$ cat src/rtl/lsu_multicycle_if.sv
// rtl/lsu_multicycle_if.sv - word-memory request/acknowledge bus between the LSU and a wait-stated data memory
interface lsu_multicycle_if #(
    parameter int ADDR_W = 32
);
    logic              mem_req;
    logic              mem_we;
    logic [ADDR_W-1:0] mem_addr;
    logic [3:0]        mem_wstrb;
    logic [31:0]       mem_wdata;
    logic              mem_ack;
    logic [31:0]       mem_rdata;

    modport master (
        output mem_req, mem_we, mem_addr, mem_wstrb, mem_wdata,
        input  mem_ack, mem_rdata
    );

    modport slave (
        input  mem_req, mem_we, mem_addr, mem_wstrb, mem_wdata,
        output mem_ack, mem_rdata
    );
endinterface

$ cat src/rtl/lsu_multicycle.sv
// rtl/lsu_multicycle.sv - multi-cycle RV32 load/store unit; define LSU_MISALIGN_SPLIT_EN to split word-crossing accesses
module lsu_multicycle #(
    parameter int ADDR_W      = 32,
    parameter int TIMEOUT_CYC = 16
) (
    input  logic              clk,
    input  logic              reset,
    input  logic              start,
    input  logic              is_store,
    input  logic [2:0]        funct3,
    input  logic [ADDR_W-1:0] addr,
    input  logic [31:0]       wdata,
    output logic              busy,
    output logic              done,
    output logic [1:0]        err,
    output logic [31:0]       rdata,
    lsu_multicycle_if.master  mem
);

`ifdef LSU_MISALIGN_SPLIT_EN
    localparam bit SPLIT_EN = 1'b1;
`else
    localparam bit SPLIT_EN = 1'b0;
`endif

    localparam logic [1:0] ERR_OK       = 2'b00;
    localparam logic [1:0] ERR_MISALIGN = 2'b01;
    localparam logic [1:0] ERR_TIMEOUT  = 2'b10;
    localparam logic [1:0] ERR_ILLEGAL  = 2'b11;
    localparam logic [7:0] TO_LAST      = 8'(TIMEOUT_CYC - 1);

    typedef enum logic [1:0] {IDLE, BEAT0, BEAT1, RESP} state_t;

    state_t      state_q, state_d;
    logic [2:0]  f3_q;
    logic [1:0]  off_q;
    logic        split_q;
    logic [3:0]  strb_hi_q;
    logic [31:0] wdata_hi_q;
    logic [31:0] word0_q;
    logic [7:0]  cnt_q;

    logic        f3_illegal, misaligned, crosses;
    logic [3:0]  size_mask;
    logic [2:0]  size_bytes;
    logic [7:0]  strb_wide;
    logic [63:0] wdata_wide;

    logic        beat, timed_out, last_ack;
    logic [1:0]  resp_err;

    logic [63:0] load_pair, load_shr;
    logic [31:0] load_ext;

    // Decode the request presented with start: legality, alignment, lane masks over a two-word window
    always_comb begin
        size_mask  = 4'b0001;
        size_bytes = 3'd1;
        f3_illegal = 1'b0;
        case (funct3[1:0])
            2'b01:   begin size_mask = 4'b0011; size_bytes = 3'd2; end
            2'b10:   begin size_mask = 4'b1111; size_bytes = 3'd4; end
            default: ;
        endcase
        if (is_store)
            f3_illegal = funct3[2] || (funct3[1:0] == 2'b11);
        else
            f3_illegal = (funct3[1:0] == 2'b11) || (funct3 == 3'b110);
        misaligned = ((funct3[1:0] == 2'b01) && addr[0]) ||
                     ((funct3[1:0] == 2'b10) && (addr[1:0] != 2'b00));
        crosses    = ({1'b0, addr[1:0]} + size_bytes) > 3'd4;
        strb_wide  = {4'b0000, size_mask} << addr[1:0];
        wdata_wide = {32'h0, wdata} << {addr[1:0], 3'b000};
    end

    // Next-state logic; the response error code is chosen on the way into RESP
    always_comb begin
        state_d   = state_q;
        resp_err  = ERR_OK;
        beat      = (state_q == BEAT0) || (state_q == BEAT1);
        timed_out = beat && !mem.mem_ack && (cnt_q == TO_LAST);
        last_ack  = beat && mem.mem_ack && ((state_q == BEAT1) || !split_q);
        case (state_q)
            IDLE: begin
                if (start) begin
                    if (f3_illegal) begin
                        state_d  = RESP;
                        resp_err = ERR_ILLEGAL;
                    end else if (misaligned && !SPLIT_EN) begin
                        state_d  = RESP;
                        resp_err = ERR_MISALIGN;
                    end else begin
                        state_d = BEAT0;
                    end
                end
            end
            BEAT0: begin
                if (mem.mem_ack) begin
                    state_d = split_q ? BEAT1 : RESP;
                end else if (timed_out) begin
                    state_d  = RESP;
                    resp_err = ERR_TIMEOUT;
                end
            end
            BEAT1: begin
                if (mem.mem_ack) begin
                    state_d = RESP;
                end else if (timed_out) begin
                    state_d  = RESP;
                    resp_err = ERR_TIMEOUT;
                end
            end
            RESP:    state_d = IDLE;
            default: state_d = IDLE;
        endcase
    end

    // Load extraction: shift the (possibly two-word) window down to the addressed byte, then extend
    always_comb begin
        load_pair = (state_q == BEAT1) ? {mem.mem_rdata, word0_q} : {32'h0, mem.mem_rdata};
        load_shr  = load_pair >> {off_q, 3'b000};
        case (f3_q)
            3'b000:  load_ext = {{24{load_shr[7]}}, load_shr[7:0]};
            3'b001:  load_ext = {{16{load_shr[15]}}, load_shr[15:0]};
            3'b100:  load_ext = {24'h0, load_shr[7:0]};
            3'b101:  load_ext = {16'h0, load_shr[15:0]};
            default: load_ext = load_shr[31:0];
        endcase
    end

    // State register; the asynchronous reset aborts any beat in flight without a done pulse
    always_ff @(posedge clk or posedge reset) begin
        if (reset)
            state_q <= IDLE;
        else
            state_q <= state_d;
    end

    // Request latch, beat bus registers, per-beat timeout counter and response registers
    always_ff @(posedge clk or posedge reset) begin
        if (reset) begin
            f3_q          <= 3'b000;
            off_q         <= 2'b00;
            split_q       <= 1'b0;
            strb_hi_q     <= 4'b0000;
            wdata_hi_q    <= 32'h0;
            word0_q       <= 32'h0;
            cnt_q         <= 8'h0;
            err           <= ERR_OK;
            rdata         <= 32'h0;
            mem.mem_we    <= 1'b0;
            mem.mem_addr  <= '0;
            mem.mem_wstrb <= 4'b0000;
            mem.mem_wdata <= 32'h0;
        end else begin
            if ((state_q == IDLE) && start) begin
                f3_q    <= funct3;
                off_q   <= addr[1:0];
                split_q <= SPLIT_EN && crosses;
                if (state_d == BEAT0) begin
                    mem.mem_addr  <= {addr[ADDR_W-1:2], 2'b00};
                    mem.mem_we    <= is_store;
                    mem.mem_wstrb <= is_store ? strb_wide[3:0] : 4'b0000;
                    mem.mem_wdata <= is_store ? wdata_wide[31:0] : 32'h0;
                    strb_hi_q     <= is_store ? strb_wide[7:4] : 4'b0000;
                    wdata_hi_q    <= is_store ? wdata_wide[63:32] : 32'h0;
                end
            end
            if ((state_d != state_q) && ((state_d == BEAT0) || (state_d == BEAT1)))
                cnt_q <= 8'h0;
            else if (beat)
                cnt_q <= cnt_q + 8'd1;
            if ((state_q == BEAT0) && mem.mem_ack) begin
                word0_q <= mem.mem_rdata;
                if (split_q) begin
                    mem.mem_addr  <= mem.mem_addr + ADDR_W'(4);
                    mem.mem_wstrb <= strb_hi_q;
                    mem.mem_wdata <= wdata_hi_q;
                end
            end
            if ((state_d == RESP) && (state_q != RESP))
                err <= resp_err;
            if (last_ack && !mem.mem_we)
                rdata <= load_ext;
        end
    end

    assign mem.mem_req = (state_q == BEAT0) || (state_q == BEAT1);
    assign busy        = (state_q != IDLE);
    assign done        = (state_q == RESP);

endmodule

$ cat src/flat_wrapper.sv
// flat-port wrapper written by rule: the top's interface ports become plain ports
module lsu_multicycle_flat 
#(
    parameter int ADDR_W      = 32,
    parameter int TIMEOUT_CYC = 16
)
  (clk, reset, start, is_store, funct3, addr, wdata, busy, done, err, rdata, mem_mem_req, mem_mem_we, mem_mem_addr, mem_mem_wstrb, mem_mem_wdata, mem_mem_ack, mem_mem_rdata);
  lsu_multicycle_if #(.ADDR_W(ADDR_W)) mem_i ();
  input  logic clk;
  input  logic reset;
  input  logic start;
  input  logic is_store;
  input  logic [2:0] funct3;
  input  logic [ADDR_W-1:0] addr;
  input  logic [31:0] wdata;
  output logic busy;
  output logic done;
  output logic [1:0] err;
  output logic [31:0] rdata;
  output wire logic [$bits(mem_i.mem_req)-1:0] mem_mem_req;
  output wire logic [$bits(mem_i.mem_we)-1:0] mem_mem_we;
  output wire logic [$bits(mem_i.mem_addr)-1:0] mem_mem_addr;
  output wire logic [$bits(mem_i.mem_wstrb)-1:0] mem_mem_wstrb;
  output wire logic [$bits(mem_i.mem_wdata)-1:0] mem_mem_wdata;
  input wire logic [$bits(mem_i.mem_ack)-1:0] mem_mem_ack;
  input wire logic [$bits(mem_i.mem_rdata)-1:0] mem_mem_rdata;
  assign mem_mem_req = mem_i.mem_req;
  assign mem_mem_we = mem_i.mem_we;
  assign mem_mem_addr = mem_i.mem_addr;
  assign mem_mem_wstrb = mem_i.mem_wstrb;
  assign mem_mem_wdata = mem_i.mem_wdata;
  assign mem_i.mem_ack = mem_mem_ack;
  assign mem_i.mem_rdata = mem_mem_rdata;
  lsu_multicycle #(.ADDR_W(ADDR_W), .TIMEOUT_CYC(TIMEOUT_CYC)) u_core (.clk(clk), .reset(reset), .start(start), .is_store(is_store), .funct3(funct3), .addr(addr), .wdata(wdata), .busy(busy), .done(done), .err(err), .rdata(rdata), .mem(mem_i));
endmodule
$ cat config.mk
export PLATFORM = sky130hd
export DESIGN_NAME = lsu_multicycle_flat
export DESIGN_NICKNAME = d
export VERILOG_FILES = /design/src/rtl/lsu_multicycle_if.sv /design/src/rtl/lsu_multicycle.sv /design/src/flat_wrapper.sv
export SDC_FILE = /design/constraint.sdc
export NUM_CORES = 1
export LEC_CHECK = 0
export ABC_AREA = 1
export BUFFER_PORTS_ARGS = -buffer_cell sky130_fd_sc_hd__buf_2
export CORE_UTILIZATION = 55
export CTS_BUF_LIST = sky130_fd_sc_hd__clkbuf_8
export CTS_CLUSTER_DIAMETER = 40
export CTS_CLUSTER_SIZE = 10
export DETAILED_ROUTE_END_ITERATION = 8
export PLACE_DENSITY_LB_ADDON = 0.25
export SYNTH_ARGS = -nofsm -noshare
export SYNTH_HDL_FRONTEND = slang
export SYNTH_SLANG_ARGS = --single-unit
$ cat constraint.sdc
create_clock -name clk -period 8.2 [get_ports clk]
set_clock_uncertainty 0.05 [all_clocks]
set_input_delay 2.46 -clock clk [delete_from_list [all_inputs] [get_ports clk]]
set_output_delay 2.46 -clock clk [all_outputs]
set_load 0.05 [all_outputs]
==> results_dict.tcl, run 1 <==
set metrics [dict create \
    synth-seq-cells 148 \
    cp.required_ns 8.49 \
    cts_tree "yes" \
    via_count 7335 \
    grt_pass1_wl_um 33640 \
    max_freq_ghz 0.1875 \
    wirelength_um 20810 \
    use_met1_pct 37.73 \
    place_hpwl_um 14820 \
    yosysSeqAreaShare_pct 48.43 \
    setup_violations 0 \
    drv_slew 0 \
    r2r_cells 15 \
    ys_types 35 \
    ys_async_sr_fraction_pct 100.0 \
    worstPathArrival_ns 5.62 \
    relSlewSlack_pct 34.08 \
    clockBufferDepth 2 \
    cap_violations 0 \
    routedWlPerCell_um 15.40 \
    cts_root_buf "clkbuf_8" \
    synth_top_family_by_area "simple AND/OR/NAND/NOR gates" \
    clock_latency_ns 0.46 \
    antenna_left 0 \
    die_h_um 119.9 \
    worst_setup_path_start_kind "primary input" \
    worstSetupStartpoint "addr[0]" \
    synth_area_um2 7647 \
    grt_pass1_vias 6938 \
    clk_pin_slew_ns 0.07 \
    crit_type "in -> reg" \
    antenna_found_initial 0 \
    rsz0062_at_grt "false" \
    die_area_um2 14380 \
    cts_buffers 17 \
    crit_top_cell "nand2_1" \
    placedCellCount 1319 \
    period_needed_ns 5.333 \
    worst_slew_pin_slew_ns 0.9888 \
    layout_commonest_cell "nand2_1" \
    postSynthAreaPerCell_um2 7.709 \
    endpoint "u_core.mem.mem_wdata[24]$_DFFE_PP0P_" \
    viasPerCell 5.429 \
    grtUsageTotal_pct 30.22 \
    mostFrequentLayoutCells "311 x nand2_1, 207 x buf_2, 148 x dfrtp_1, 143 x o21ai_0, 91 x nor2_1" \
    io_buffer_count 207 \
    synth_cells 992 \
    period_share_pct 65.04 \
    path_cells "buf_2 > clkinv_1 > nand2_1 > nand2_1 > nand2_1 > nand2_1 > nand2_1 > nand2_1 > ha_1 > nand3_2 > nor2_2 > inv_1 > a21oi_1 > o21ai_0 > nand2_1" \
    cts.sinks 148 \
    hold_class "reg -> reg" \
    cts_setup_buffers 0 \
    start_util_pct 57.07 \
    synth_xor_xnor_area_share_pct 0.8017 \
    synth_compound_area_share_pct 17.95 \
    grt.overflow.total 0 \
    slowest_stage "clkinv_1" \
    cts_resized 0 \
    n_fill_cell 1211 \
    holdWs_ns 0.4341 \
    p_per_area_nw_per_um2 463.5 \
    place_area_um2 8693 \
    drc 0 \
    core_area_um2 13400 \
    endpoint_kind "flip-flop" \
    fin_setup_tns_ns 0 \
    synth_edf_count 0 \
    synthAdderAreaFrac_pct 1.963 \
    first_pass_iters 5 \
    boundaryPins 210 \
    rows 42 \
    critPathMaxStageDelay_ns 0.75 \
    synth_mux_area_share_pct 1.276 \
    ys_warn_count 0 \
    cts_max_level 4 \
    layout-drive-gt1-share_pct 22.64 \
    syn2layout_area_growth_pct 19.65 \
    drtIter0Drc 596 \
    hold_viol 0 \
    r2r-end "u_core.mem.mem_wdata[24]$_DFFE_PP0P_" \
    grt_most_used_layer "met2" \
    grt_max_degree 97 \
    finalInstanceArea_um2 9150 \
    finalNetCount 1278 \
    crit_fanout 35 \
    grtUsageMet2_pct 48.92 \
    fin_cells 1351 \
    ctsHoldBuffers 0 \
    peakVddDrop_uv 298.8 \
    met3_usage_pct 6.702 \
    worstReg2RegStart "u_core.state_q[0]$_DFF_PP0_" \
    cellLeakagePower_nw 4.800 \
    postLayoutCoreUtil_pct 68.28 \
    synth_ff_type "dfrtp_1" \
    die_w_um 119.9 \
    reg2reg_slack_ns 4.57 \
    outcome "completed" \
    gp_routability_congestion 0.9334 \
    antenna_cells 0 \
    synth-simple-area-share_pct 22.84 \
]
## sequential cells by signal (all words and copies together), names as in the netlist
register	count
u_core.mem.mem_wstrb	4
u_core.f3_q	3
u_core.err	2
u_core.mem.mem_we	1
u_core.word0_q	32
u_core.state_q	2
u_core.mem.mem_wdata	32
u_core.cnt_q	8
u_core.off_q	2
u_core.mem.mem_addr	30
u_core.rdata	32
## final cells by class
class / count / area (um^2) / area share, %
clock buffers: 18 / 247.7 / 2.708
clock inverters: 14 / 209.0 / 2.284
inverters: 60 / 230.2 / 2.516
multi-input cells: 721 / 3451 / 37.71
well taps: 176 / 220.2 / 2.407
flip-flops and latches: 148 / 3704 / 40.48
repair buffers: 214 / 1089 / 11.90
## logic make-up (layout without fill, tap and decap cells)
logic type,after synthesis,count (layout)
and+or+nand+nor,445,445
AOI/OAI and AO/OA,246,246
DFF,148,148
buffers and inverters,124,306
adders and majority gates,12,12
muxes,9,9
xor gates and xnor gates,7,7
other,1,2
## per-layer routing
metal | wire length [um] | vias up
met2 | 9879 | 323
li1 | - | 3588
met3 | 1362 | 56
met5 | 0 | -
met1 | 8649 | 3368
met4 | 913 | 0
## report_power, final
group / total, W / leakage [nW] / switching, W / internal [W]
Sequential: 0.00127 / 1.87 / 0.000220 / 0.00105
Clock: 0.000656 / 0.226 / 0.000287 / 0.000369
Combinational: 0.00232 / 2.70 / 0.00172 / 0.000599
Total: 0.00424 / 4.80 / 0.00223 / 0.00201
## synthesized netlist by cell type (3+ instances only)
cell | n | area share (%)
a31oi_1 | 19 | 1.6
a21oi_1 | 43 | 2.8
ha_1 | 12 | 2.0
nor2_1 | 92 | 4.5
buf_4 | 7 | 0.69
nor3_1 | 10 | 0.65
o21ai_1 | 6 | 0.39
mux2_2 | 6 | 0.88
mux2i_1 | 3 | 0.39
inv_1 | 57 | 2.8
o211ai_1 | 13 | 1.3
dfrtp_1 | 148 | 48
buf_2 | 10 | 0.65
a32o_1 | 8 | 1.0
xnor2_1 | 3 | 0.34
xor2_1 | 4 | 0.46
nand2_1 | 311 | 15
o22a_1 | 7 | 0.80
o21ai_0 | 143 | 9.4
or2_2 | 5 | 0.41
buf_1 | 5 | 0.25
nand3_1 | 22 | 1.4
clkbuf_1 | 41 | 2.0
## critical path: cells and delay by family
| kind | cells | cell delay (ns) |
|---|---|---|
| AO/OA/AOI/OAI | 2 | 0.21 |
| adder cells (fa/ha/maj) | 1 | 0.22 |
| buffers and inverters | 3 | 1.50 |
| AND/OR/NAND/NOR | 9 | 1.21 |
## worst min-delay path by stage
| stage | from | end | slack (ns) | cells after the start |
|---|---|---|---|---|
| 2_1_floorplan | u_core.f3_q[0]$_DFFE_PP0P_ | u_core.f3_q[0]$_DFFE_PP0P_ | 0.40 | 2 |
| 3_3_place_gp | u_core.mem.mem_addr[19]$_DFFE_PP0P_ | u_core.mem.mem_addr[19]$_DFFE_PP0P_ | 0.41 | 2 |
| 3_5_place_dp | u_core.mem.mem_addr[31]$_DFFE_PP0P_ | u_core.mem.mem_addr[31]$_DFFE_PP0P_ | 0.41 | 2 |
| 4_1_cts | u_core.mem.mem_addr[7]$_DFFE_PP0P_ | u_core.mem.mem_addr[7]$_DFFE_PP0P_ | 0.44 | 2 |
| 5_1_grt | u_core.mem.mem_addr[31]$_DFFE_PP0P_ | u_core.mem.mem_addr[31]$_DFFE_PP0P_ | 0.46 | 2 |
| 6_report | u_core.mem.mem_wstrb[0]$_DFFE_PP0P_ | u_core.mem.mem_wstrb[0]$_DFFE_PP0P_ | 0.43 | 2 |
## metrics by stage
| step | worst slack, ns | power (W) |
|---|---|---|
| floorplan | 1.710 | 0.003049 |
| global placement | 2.578 | 0.003553 |
| detailed placement | 2.490 | 0.003588 |
| CTS | 2.928 | 0.004245 |
| global route | 2.482 | 0.004521 |
| finish | 2.867 | 0.004241 |
Power figures use the tool's default switching activity.
==> run 2: changes to the inputs <==
--- a/config.mk
+++ b/config.mk
@@ -5,9 +5,9 @@
 export SDC_FILE = /design/constraint.sdc
 export NUM_CORES = 1
 export LEC_CHECK = 0
-export ABC_AREA = 1
+export ABC_AREA = 0
 export BUFFER_PORTS_ARGS = -buffer_cell sky130_fd_sc_hd__buf_2
-export CORE_UTILIZATION = 55
+export CORE_UTILIZATION = 49
 export CTS_BUF_LIST = sky130_fd_sc_hd__clkbuf_8
 export CTS_CLUSTER_DIAMETER = 40
 export CTS_CLUSTER_SIZE = 10
==> constraint.sdc (replaced) <==
create_clock -name clk -period 4.8 [get_ports clk]
set_clock_uncertainty 0.05 [all_clocks]
set_input_delay 1.44 -clock clk [delete_from_list [all_inputs] [get_ports clk]]
set_output_delay 1.44 -clock clk [all_outputs]
set_load 0.05 [all_outputs]
==> run 2 against run 1 <==
Non-clock buffer count up 4. Cell count is 18% lower. Sequential share of layout area shrank 0.38 points. Final area grew 0.98%. Die area rose by 13%. Clock power is 48% higher. Setup slack worse by 1.8 ns. Synthesized area increased by 1.1%. Combinational power is 78% higher. Register-to-register slack got worse by 3.5 ns. Sequential cell count unchanged. Critical endpoint is now u_core.mem.mem_wdata[0]$_DFFE_PP0P_. Largest power group unchanged.
==> results_dict.tcl, run 2 <==
set metrics [dict create \
    cts_max_level 4 \
    synth-seq-cells 148 \
    syn2layout_area_growth_pct 19.50 \
    grt_max_degree 76 \
    max_freq_ghz 0.2681 \
    period_needed_ns 3.730 \
    grt_most_used_layer "met2" \
    synth_area_um2 7732 \
    cts_tree "yes" \
    crit_type "reg -> reg" \
    synth_top_area_cell "dfrtp_1" \
    antenna_left 0 \
    cellLeakagePower_nw 4.349 \
    wirelength_um 18670 \
    postLayoutCoreUtil_pct 60.34 \
    cts_buffers 17 \
    mostFrequentLayoutCells "207 x buf_2, 147 x dfrtp_1, 67 x mux2i_1, 65 x mux2_2, 55 x nor2_1" \
    postSynthAreaPerCell_um2 11.06 \
    core_area_um2 15310 \
    relSlewSlack_pct 46.08 \
    peakVddDrop_uv 446.6 \
    grtUsageMet2_pct 34.88 \
    setup_violations 0 \
    cts.sinks 148 \
    cp.required_ns 5.15 \
    ctsHoldBuffers 0 \
    clk_pin_slew_ns 0.09 \
    outcome "completed" \
    first_pass_iters 5 \
    synth_top_cells_by_count "148 x dfrtp_1, 67 x mux2i_1, 65 x mux2_2" \
    gp_routability_congestion 0.7821 \
    endpoint_kind "flip-flop" \
    cts_resized 0 \
    grtUsageTotal_pct 23.90 \
    grt_pass1_wl_um 29840 \
    yosysSeqAreaShare_pct 47.90 \
    cap_violations 0 \
    p_per_area_nw_per_um2 785.7 \
    io_buffer_count 207 \
    boundaryPins 210 \
    die_h_um 127.6 \
    hold_class "reg -> reg" \
    synth_top_cell_area_share_pct 47.90 \
    synth_ff_type "dfrtp_1" \
    synth_edf_count 0 \
    clockBufferDepth 2 \
    layout_commonest_cell "buf_2" \
    start_util_pct 50.49 \
    drc 0 \
    rsz0062_at_grt "false" \
    fin_setup_tns_ns 0 \
    multi_input_area_um2 3677 \
    hold_viol 0 \
    worst_slew_pin_slew_ns 0.8070 \
    ys_warn_count 0 \
    via_count 6073 \
    grt.overflow.total 0 \
    regArea_um2 3705 \
    place_hpwl_um 13480 \
    clock_latency_ns 0.46 \
    routedWlPerCell_um 16.85 \
    cts_root_buf "clkbuf_8" \
    met3_usage_pct 7.412 \
    grt_pass1_vias 5767 \
    r2r_cells 12 \
    ys_types 58 \
    layout-drive-gt1-share_pct 38.03 \
    power_w 0.007260 \
    min_delay_path_depth 1 \
    die_w_um 127.6 \
    synth_cells 699 \
    antenna_found_initial 6 \
    n_fill_cell 1342 \
    viasPerCell 5.481 \
    reg_top3 "u_core.mem.mem_wdata x32, u_core.rdata x32, u_core.word0_q x32" \
    worst_setup_path_start_kind "flip-flop" \
    rows 45 \
    ys_async_sr_fraction_pct 100.0 \
    worstPathArrival_ns 4.08 \
    yosysMostFrequentCell "dfrtp_1" \
    period_share_pct 77.71 \
    cts_setup_buffers 0 \
    die_area_um2 16290 \
    use_met1_pct 33.23 \
    drtIter0Drc 303 \
    crit_fanout 12 \
    finalNetCount 997 \
    drv_slew 0 \
    synth.area.top_cells "dfrtp_1 48%, mux2_2 9.5%, mux2i_1 8.7%" \
]
==> run 2: cell count changes after synthesis, moves of 37 or more <==
cell / previous run / this run
mux2i_1: 3 / 67
mux2_2: 6 / 65
nand2_1: 311 / 49
inv_1: 57 / 9
nor2_1: 92 / 55
o21ai_0: 143 / 50
==> run 2: per-layer routing <==
layer / routed length, um / vias up
li1: - / 2914
met2: 8398 / 255
met4: 332 / 6
met3: 1550 / 32
met1: 8352 / 2866
met5: 36 / -
==> run 2: critical path, stage by stage, from the launching register on <==
cell	delay (ns)
dfrtp_1	0.50
inv_1	0.17
ha_1	0.56
and4_1	0.33
nand2_1	0.14
a21boi_0	0.32
o21a_1	0.22
ha_1	0.21
nand4_1	0.10
buf_4	0.19
or2_1	0.35
nor2_2	0.35
a22o_1	0.19
==> run 2: layout make-up <==
type | count | area share, %
antenna | 3 | 0.08125
clock buffer | 17 | 2.532
clock inverter | 15 | 1.720
inverter | 9 | 0.4062
multi-input combinational | 487 | 39.80
sequential | 148 | 40.09
tap | 211 | 2.857
timing repair buffer | 218 | 12.51
==> run 2: final timing paths <==
| check | start | to | slack, ns |
|---|---|---|---|
| setup / recovery | u_core.state_q[1]$_DFF_PP0_ | u_core.mem.mem_wdata[0]$_DFFE_PP0P_ | 1.07 |
| hold / removal | u_core.mem.mem_wstrb[0]$_DFFE_PP0P_ | u_core.mem.mem_wstrb[0]$_DFFE_PP0P_ | 0.43 |
| setup reg to reg | u_core.state_q[1]$_DFF_PP0_ | u_core.mem.mem_wdata[0]$_DFFE_PP0P_ | 1.07 |
| hold reg to reg | u_core.mem.mem_wstrb[0]$_DFFE_PP0P_ | u_core.mem.mem_wstrb[0]$_DFFE_PP0P_ | 0.43 |
| max in group asynchronous | reset | u_core.off_q[0]$_DFFE_PP0P_ | 2.78 |
| min in group asynchronous | reset | u_core.rdata[8]$_DFFE_PP0P_ | 1.08 |
==> run 2: cell families (layout without fill, tap and decap cells) <==
logic type / Yosys count / count (layout) / share of synthesized area [%]
buffers and inverters: 65 / 259 / 4.692
AND/OR/NAND/NOR: 153 / 153 / 8.964
AO/OA/AOI/OAI: 174 / 174 / 15.49
adder cells (fa/ha/maj): 12 / 12 / 1.942
flip-flops: 148 / 148 / 47.90
multiplexers: 139 / 139 / 20.18
XOR/XNOR: 7 / 7 / 0.7929
other: 1 / 5 / 0.04850
==> run 2: per-stage QoR <==
step,area (um^2),std cells,hold WS (ns),setup WS [ns]
6_report,9240,1108,0.4323,1.070
5_1_grt,9235,1106,0.4554,0.7882
4_1_cts,9233,1105,0.4357,1.068
3_5_place_dp,8840,1073,0.4152,0.6143
3_3_place_gp,8840,1073,0.4080,0.7812
2_1_floorplan,7740,700,0.4291,1.093
==> run 2: report_power, final <==
part	switching, W	leakage [nW]	internal (W)	total (W)
sequential	0.000348	1.83	0.00182	0.00216
clock	0.000506	0.186	0.000465	0.000971
combinational	0.00281	2.33	0.00132	0.00412
total	0.00366	4.35	0.00360	0.00726
